$ cat src/rtl/regfile_pkg.sv
`default_nettype none
// ============================================================================
// Module      : regfile_pkg
// Description : Shared sizing constants for the register-file writeback path.
// Revision    : 1.0
// ============================================================================
package regfile_pkg;

    localparam int REGFILE_W     = 32;
    localparam int REGFILE_AW    = 5;
    localparam int REGFILE_NREG  = 2 ** REGFILE_AW;
    localparam int REGFILE_N_REQ = 3;

endpackage : regfile_pkg
`default_nettype wire

$ cat src/rtl/rr_arbiter.sv
`default_nettype none
// ============================================================================
// Module      : rr_arbiter
// Description : Round-robin arbiter with a rotating priority pointer.
// Revision    : 1.0
// ============================================================================
module rr_arbiter #(
    parameter int N  = 3,
    parameter int IW = (N > 1) ? $clog2(N) : 1
) (
    input  logic          clk,
    input  logic          rst,
    input  logic [N-1:0]  i_req,
    input  logic          i_hs_en,
    output logic [N-1:0]  o_grant,
    output logic [IW-1:0] o_grant_idx
);

    logic [IW-1:0] r_ptr;
    logic          w_found;
    int            w_j;

    // Search starts at the pointer and wraps, so the last winner has lowest priority.
    always_comb begin
        o_grant     = '0;
        o_grant_idx = '0;
        w_found     = 1'b0;
        w_j         = 0;
        for (int k = 0; k < N; k++) begin
            w_j = int'(r_ptr) + k;
            if (w_j >= N) begin
                w_j = w_j - N;
            end
            if (!w_found && i_req[w_j]) begin
                w_found        = 1'b1;
                o_grant[w_j]   = 1'b1;
                o_grant_idx    = IW'(w_j);
            end
        end
    end

    always_ff @(posedge clk or negedge rst) begin
        if (!rst) begin
            r_ptr <= '0;
        end else if (i_hs_en && w_found) begin
            r_ptr <= (o_grant_idx == IW'(N - 1)) ? '0 : o_grant_idx + IW'(1);
        end
    end

endmodule : rr_arbiter
`default_nettype wire

$ cat src/rtl/regfile_wb_scheduler.sv
`default_nettype none
// ============================================================================
// Module      : regfile_wb_scheduler
// Description : Shares the register-file write port between writeback
//               requesters and tracks pending writes for hazard detection.
// Revision    : 1.0
// ============================================================================
module regfile_wb_scheduler
    import regfile_pkg::*;
#(
    parameter int W             = REGFILE_W,
    parameter int W_reg_address = REGFILE_AW,
    parameter int N_REQ         = REGFILE_N_REQ
) (
    input  logic                             clk,
    input  logic                             rst,
    input  logic [N_REQ-1:0]                 req_valid,
    input  logic [N_REQ*W_reg_address-1:0]   req_addr,
    input  logic [N_REQ*W-1:0]               req_data,
    output logic [N_REQ-1:0]                 req_ready,
    input  logic                             rsv_valid,
    input  logic [W_reg_address-1:0]         rsv_addr,
    input  logic [W_reg_address-1:0]         chk_a1,
    input  logic [W_reg_address-1:0]         chk_a2,
    input  logic [W_reg_address-1:0]         chk_a3,
    output logic                             hazard,
    output logic [(2**W_reg_address)-1:0]    busy,
    output logic                             WE3,
    output logic [W_reg_address-1:0]         A3,
    output logic [W-1:0]                     WD3
);

    localparam int NREG = 2 ** W_reg_address;
    localparam int IW   = (N_REQ > 1) ? $clog2(N_REQ) : 1;

    logic [N_REQ-1:0]         w_grant;
    logic [IW-1:0]            w_gidx;
    logic                     w_hs;
    logic [W_reg_address-1:0] w_sel_addr;
    logic [W-1:0]             w_sel_data;
    logic [NREG-1:0]          w_busy_nxt;

    logic                     r_we3;
    logic [W_reg_address-1:0] r_a3;
    logic [W-1:0]             r_wd3;
    logic [NREG-1:0]          r_busy;

    rr_arbiter #(
        .N  (N_REQ),
        .IW (IW)
    ) u_arb (
        .clk         (clk),
        .rst         (rst),
        .i_req       (req_valid),
        .i_hs_en     (w_hs),
        .o_grant     (w_grant),
        .o_grant_idx (w_gidx)
    );

    // Every grant is a handshake: ready is only raised for a valid requester.
    assign req_ready  = w_grant;
    assign w_hs       = |w_grant;
    assign w_sel_addr = req_addr[int'(w_gidx) * W_reg_address +: W_reg_address];
    assign w_sel_data = req_data[int'(w_gidx) * W +: W];

    always_ff @(posedge clk or negedge rst) begin
        if (!rst) begin
            r_we3 <= 1'b0;
            r_a3  <= '0;
            r_wd3 <= '0;
        end else if (w_hs) begin
            r_we3 <= (w_sel_addr != '0);
            r_a3  <= w_sel_addr;
            r_wd3 <= w_sel_data;
        end else begin
            r_we3 <= 1'b0;
        end
    end

    // Clear is applied before set so a same-cycle reservation wins.
    always_comb begin
        w_busy_nxt = r_busy;
        if (r_we3) begin
            w_busy_nxt[r_a3] = 1'b0;
        end
        if (rsv_valid && (rsv_addr != '0)) begin
            w_busy_nxt[rsv_addr] = 1'b1;
        end
        w_busy_nxt[0] = 1'b0;
    end

    always_ff @(posedge clk or negedge rst) begin
        if (!rst) begin
            r_busy <= '0;
        end else begin
            r_busy <= w_busy_nxt;
        end
    end

    assign hazard = r_busy[chk_a1] | r_busy[chk_a2] | r_busy[chk_a3];
    assign busy   = r_busy;
    assign WE3    = r_we3;
    assign A3     = r_a3;
    assign WD3    = r_wd3;

    a_no_double_reserve : assert property (
        @(posedge clk) disable iff (!rst)
        !(rsv_valid && (rsv_addr != '0) && r_busy[rsv_addr])
    );

endmodule : regfile_wb_scheduler
`default_nettype wire

$ cat config.mk
export PLATFORM = sky130hd
export DESIGN_NAME = regfile_wb_scheduler
export DESIGN_NICKNAME = d
export VERILOG_FILES = /design/src/rtl/regfile_pkg.sv /design/src/rtl/rr_arbiter.sv /design/src/rtl/regfile_wb_scheduler.sv
export SDC_FILE = /design/constraint.sdc
export NUM_CORES = 1
export LEC_CHECK = 0
export CORE_UTILIZATION = 43
export CTS_CLUSTER_DIAMETER = 50
export DETAILED_ROUTE_END_ITERATION = 8
export PLACE_DENSITY = 0.83
export SYNTH_ARGS = -nofsm -noshare
export SYNTH_HDL_FRONTEND = slang
export SYNTH_HIERARCHICAL = 1
export SYNTH_SLANG_ARGS = --single-unit
$ cat constraint.sdc
create_clock -name clk -period 3.52 [get_ports clk]
set_clock_uncertainty 0.15 [all_clocks]
set_input_delay 0.528 -clock clk [delete_from_list [all_inputs] [get_ports clk]]
set_output_delay 0.528 -clock clk [all_outputs]
set_load 0.03 [all_outputs]
* Yosys cells after proc, flatten, opt, wreduce, memory -nomap -nowiden *
Index checks and enable logic that the tools add are counted.

operators by class
  add/sub/neg operators = 6
  multipliers = 1
  $lt $le $gt $ge = 16
  eq/ne operators = 1
  shifts and indexed selects = 2
  multiplexer cells = 41
  bitwise gates (word level) = 7
  reduce and logical (&&, ||, !) cells = 14

operators with widths
  operator               count
  $mux 32                5
  $ge 32x1->1 const B    3
  $lt 32x4->1 const B    3
  $shiftx 96x8->32       1
  $ge 32x3->1 const B    2
  $sub 32x3->32 const B  2
  $and 32x32->32         1
  $not 32->32            1
  $or 32x32->32          1
  $lt 5x6->1 const B     5
  $mux 1                 18
  $bmux 1 s5             3
  $shiftx 15x6->5        1
  $demux 1 s5            2
  $ge 5x1->1 const B     2
  $reduce_bool 5->1      2
  $logic_and 1x1->1      9
  $mux 3                 3
  $mux 2                 4
  $bmux 1 s2             3
  $demux 1 s2            3
  $or 3x3->3             2
  $mul 2x3->5 const B    1
  $add 2x1->3 const B    1
  other kinds (8)        10

storage, ports and cells
  bits in registers = 71
  input port bits = 137
  output and inout port bits = 74
  word-level logic and storage cells = 93

* Longest topological paths before layout *
Gate-level depths: netlist (run 1).

  word-level depth = 16
  gate-level depth with buffers = 14
  gate-level depth less buffers = 12

* Cells and area by module *
Netlist (run 1), hierarchy kept.

by module, submodules not included
  module                instances  cells each  area each (µm²)  seq. area each (µm²)
  regfile_wb_scheduler  1          460         4267.8           1726.7
  rr_arbiter            1          48          431.7            50.0

* Least setup slack after synthesis (run 1) *
No wires, ideal clock.

  path kind = reg-to-reg
  from = reg u_arb.r_ptr[0]
  to = reg u_arb.r_ptr[1]
  setup time = 125 ps
  arrival time = 2706 ps
  setup slack = 539 ps
  cell stages (with the launch flop) = 12
  path buffers = 2
  period minus slack after synthesis = 2981 ps
  path through = dfrtp_1 -> inv_1 -> ha_1 -> buf_2 -> mux2i_2 -> o21ai_0 -> mux2_2 -> nor3_1 -> inv_2 -> clkbuf_1 -> o31ai_4 -> mux2_4

on the way
  word-level cells in the longest chain between the ends = 14
  elaborated cells on any way between the ends = 55

RTL lines
  element                                                 line                        text
  from (decl)                                             rr_arbiter.sv:19            logic [IW-1:0] r_ptr;
  from (signal assigned)                                  rr_arbiter.sv:46            r_ptr <= (o_grant_idx == IW'(N - 1)) ? '0 : o_grant_idx + IW'(1);
  branches (longest 11 deep; another with $sub 32x3->32)  --
  $mux 3 *                                                rr_arbiter.sv:34            if (!w_found && i_req[w_j]) begin
  net req_ready[0]                                        regfile_wb_scheduler.sv:20  output logic [N_REQ-1:0] req_ready,
  $reduce_or 3->1 *                                       regfile_wb_scheduler.sv:62  assign w_hs = |w_grant;
  net w_hs                                                regfile_wb_scheduler.sv:38  logic w_hs;
  $logic_and 1x1->1 *                                     rr_arbiter.sv:45            end else if (i_hs_en && w_found) begin

Mark *: on every way through the listed nets, which the timed path passes. The select of a mux whose other input is x is not followed.
A chain may end at the register's enable or synchronous reset.

* Worst setup path after layout (run 1) *
  from = reg u_arb.r_ptr[1]
  to = out req_ready[1]

on the way
  word-level cells in the longest chain between the ends = 12
  elaborated cells on any way between the ends = 46

RTL lines
  element                                                 line
  branches (longest 11 deep; another with $sub 32x3->32)  --
  $mux 3 *                                                rr_arbiter.sv:34
  to (decl)                                               regfile_wb_scheduler.sv:20

Every way passes the cells marked *. The select of a mux whose other input is x is not followed.

==> summary.txt, run 1 <==
Logic synthesis
  • Largest family of logic cells by synthesized area: multiplexers
  • Synthesized area: 0.004700 mm²
  • Ys flop type: dfrtp_1
  • Commonest cells post-synth: 79 x nor2_1, 73 x a21oi_1, 71 x dfrtp_1, 49 x o21ai_1, 44 x mux2i_1
  • Compound-Gate Fraction of Synth Area: 0.1885
  • Mux contribution to synthesized area: 0.2162
  • Most frequent cell after synthesis: nor2_1
  • Mean Syn Cell Area: 9.251 µm²
  • Top cell type's share of synthesized area: 0.3781
  • Simple-Gate Fraction of Synth Area: 0.1600
  • Synth Area in Adders: 0.01065
  • EDFF count, synth: 0
  • Synth unique cells: 52
  • Post-synthesis instance total: 508
  • Synth Net Count: 649
  • XOR/XNOR Fraction of Synth Area: 0
  • Register area share after synthesis: 0.3781
  • Yosys reg bits: 71
  • Dominant cell type by area after synthesis: dfrtp_1
  • Synth area leaders: dfrtp_1 38%, mux2i_1 9.4%, a21oi_1 7.8%
  • Ys Warns: 6
  • Ys async rst share: 1.000

Global routing
  • First-pass GRT wire length: 25670 µm
  • Pin count of the biggest net entering global routing: 72
  • Grt ovf: 0
  • Initial antenna violation count: 1
  • Vias in the first global route: 4905
  • GR Util All Layers: 0.2971

Clock tree
  • CTS hold repair buffers: 0
  • TritonCTS buffer count: 9
  • CTS tree: built
  • Setup Buffers After CTS: 0
  • CTS root buffer: clkbuf_8
  • Worst-skew pair later-pin latency: 0.34 ns
  • CTS clk-pin slew, worst paths: 0.07 ns
  • TritonCTS Sinks: 71
  • CTS H-tree depth: 3
  • Maximum clock path buffer count: 2

Timing
  • Least-Margin Pin Slew: 0.8940 ns
  • Final setup viols: 0
  • Period utilisation layout: 0.9635
  • Final setup TNS: 0 ns
  • RSZ-0062 raised after global routing: false
  • Max Slew Vio Count: 0
  • Max Fclk: 0.2948 GHz
  • Slew margin rel.: 0.4040
  • Final worst setup slack: 0.1284 ns
  • Fin crit period: 3.392 ns
  • Hold Vio Cnt, Final: 0

Outcome
  • Outcome: complete, no violations

Drt
  • WL/cell: 19.50 µm
  • Drt pass-1 iters: 5
  • Final wirelength: 16530 µm
  • DRT iter0 DRCs: 347
  • Via density: 5.749
  • Drt drc: 0
  • Total number of vias: 4875
  • Post-route ant nets: 0

Finish
  • Fin util: 0.6747
  • Share of cells above drive strength 1: 0.08298
  • Fill cells: 859
  • Final net count: 847
  • Layout area overhead: 50.21%
  • Register Area: 0.001777 mm²
  • Multi-input logic area: 0.002718 mm²

Place
  • Post-place setup slack: 0.2024 ns
  • RePlAce Congestion: 0.8773
  • PortBufs: 209
  • Dpl hpwl: 12750 µm

Worst setup path
  • R2R Path Start: u_arb/r_ptr[1]
  • CP endpoint kind: primary output
  • CP max stage cell: clkdlybuf4s50_1
  • Arrival @ worst endpoint: 2.71 ns
  • CP startpoint kind: flip-flop
  • Slowest stage delay, CP: 0.68 ns
  • CP Launch Point: u_arb/r_ptr[1]
  • CP Max Fanout: 8
  • Ordered list of cells on the worst path: inv_1 > ha_1 > mux2i_4 > nor3_1 > a21oi_1 > and3_4 > clkdlybuf4s50_1
  • WP data required: 2.84 ns
  • Crit Path Class: flip-flop to primary output

Die
  • Core area: 0.01046 mm²
  • Row Count: 37
  • I/O pin cnt: 211
  • Starting Density: 0.4492
  • Die area: 0.01135 mm²
  • Die Height: 106.5 µm
  • Die span in x: 106.5 µm

Job
  • Max-Cap Viols: 0

Hold path
  • Worst Hold Class: input pin to asynchronous set/reset pin

Power and ir drop
  • Maximum vdd drop: 0.5481 mV
  • PwrDens: 1033 mW/mm²
  • P_leak: 2.684 nW
==> timing repair <==
item	CTS	global route
hold endpoints to repair	0	0
setup endpoints to repair	0	3
resized for setup	0	3
==> registers in the layout, summed over array words and instances, names as in the netlist <==
name / flops
WE3: 1
WD3: 32
busy: 31
A3: 5
u_arb/r_ptr: 2
==> kinds of logic after synthesis <==
kind of cell,Yosys count
AOI/OAI and AO/OA,162
and+or+nand+nor,152
muxes,78
DFF,71
buffers and inverters,40
adders and majority gates,4
other,1
==> worst max-delay path, delay by kind of cell (launching register included) <==
| family | cells | cell delay, ns |
|---|---|---|
| DFF | 1 | 0.42 |
| buffers and inverters | 2 | 0.77 |
| muxes | 1 | 0.32 |
| AOI/OAI and AO/OA | 1 | 0.17 |
| and+or+nand+nor | 2 | 0.31 |
| adders and majority gates | 1 | 0.37 |
==> layout make-up <==
type / instances / area share
Clock inverter: 4 / 0.006381
Multi-Input combinational cell: 397 / 0.3850
Inverter: 6 / 0.003190
Clock buffer: 12 / 0.02056
Tap cell: 136 / 0.02410
Antenna cell: 1 / 0.0003545
Sequential cell: 71 / 0.2517
Timing Repair Buffer: 221 / 0.3088
==> metrics by stage <==
| step | cell area (µm²) | hold slack (ns) | cells | power (W) |
|---|---|---|---|---|
| 2_1_floorplan | 4700 | 0.08241 | 508 | 0.004851 |
| 3_3_place_gp | 6858 | 0.3579 | 831 | 0.006434 |
| 3_5_place_dp | 6858 | 0.3669 | 831 | 0.006602 |
| 4_1_cts | 7048 | 0.1910 | 847 | 0.007267 |
| 5_1_grt | 7059 | 0.2202 | 848 | 0.007800 |
| 6_report | 7059 | 0.1371 | 848 | 0.007295 |
==> metal layers <==
layer,vias up,global-route usage,routed length (µm)
met5,-,0,0
met4,0,0.1067,438
met3,30,0.09687,1751
met2,298,0.5297,8413
met1,2297,0.3295,5930
li1,2250,-,-
==> path summary, 6_finish.rpt <==
| kind | to | slack (ns) | cells past startpoint |
|---|---|---|---|
| setup reg to reg | WD3[4] | 0.45 | 10 |
| min in group clk | WD3[21] | 0.38 | 2 |
| max in group asynchronous | busy[11] | 2.48 | 1 |
| setup / recovery | req_ready[1] | 0.13 | 7 |
| hold / removal | busy[1] | 0.14 | 1 |
| hold reg to reg | WD3[21] | 0.38 | 2 |
==> power breakdown <==
group          total [W]  switching (W)  internal [W]
Combinational    0.00489        0.00283       0.00206
Sequential       0.00177       0.000487       0.00128
Clock           0.000636       0.000293      0.000344
==> placed cells by master (no fill, tap or decap), drive strengths merged, types with 11 or more instances in the layout <==
master / n
mux2: 16
mux2i: 47
a21oi: 73
nand2: 18
nand3b: 11
o21ai: 67
nor2: 79
dfrtp: 71
buf: 14
clkdlybuf4s50: 206
clkbuf: 12
mux4: 15
Note: power is estimated with default switching activity, not from simulation.
==> inputs of run 2 (changes only) <==
--- a/config.mk
+++ b/config.mk
@@ -9,6 +9,7 @@
 export CTS_CLUSTER_DIAMETER = 50
 export DETAILED_ROUTE_END_ITERATION = 8
 export PLACE_DENSITY = 0.83
+export SLEW_MARGIN = 20
 export SYNTH_ARGS = -nofsm -noshare
 export SYNTH_HDL_FRONTEND = slang
 export SYNTH_HIERARCHICAL = 1
==> results of run 2 <==
The final DEF is identical to that of run 1; final timing and power are the same.
==> inputs of run 3 (changes only) <==
--- a/config.mk
+++ b/config.mk
@@ -9,6 +9,7 @@
 export CTS_CLUSTER_DIAMETER = 50
 export DETAILED_ROUTE_END_ITERATION = 8
 export PLACE_DENSITY = 0.83
+export SKIP_CTS_REPAIR_TIMING = 1
 export SLEW_MARGIN = 20
 export SYNTH_ARGS = -nofsm -noshare
 export SYNTH_HDL_FRONTEND = slang
==> results of run 3 <==
The final DEF is identical to that of run 1; final timing and power are the same.
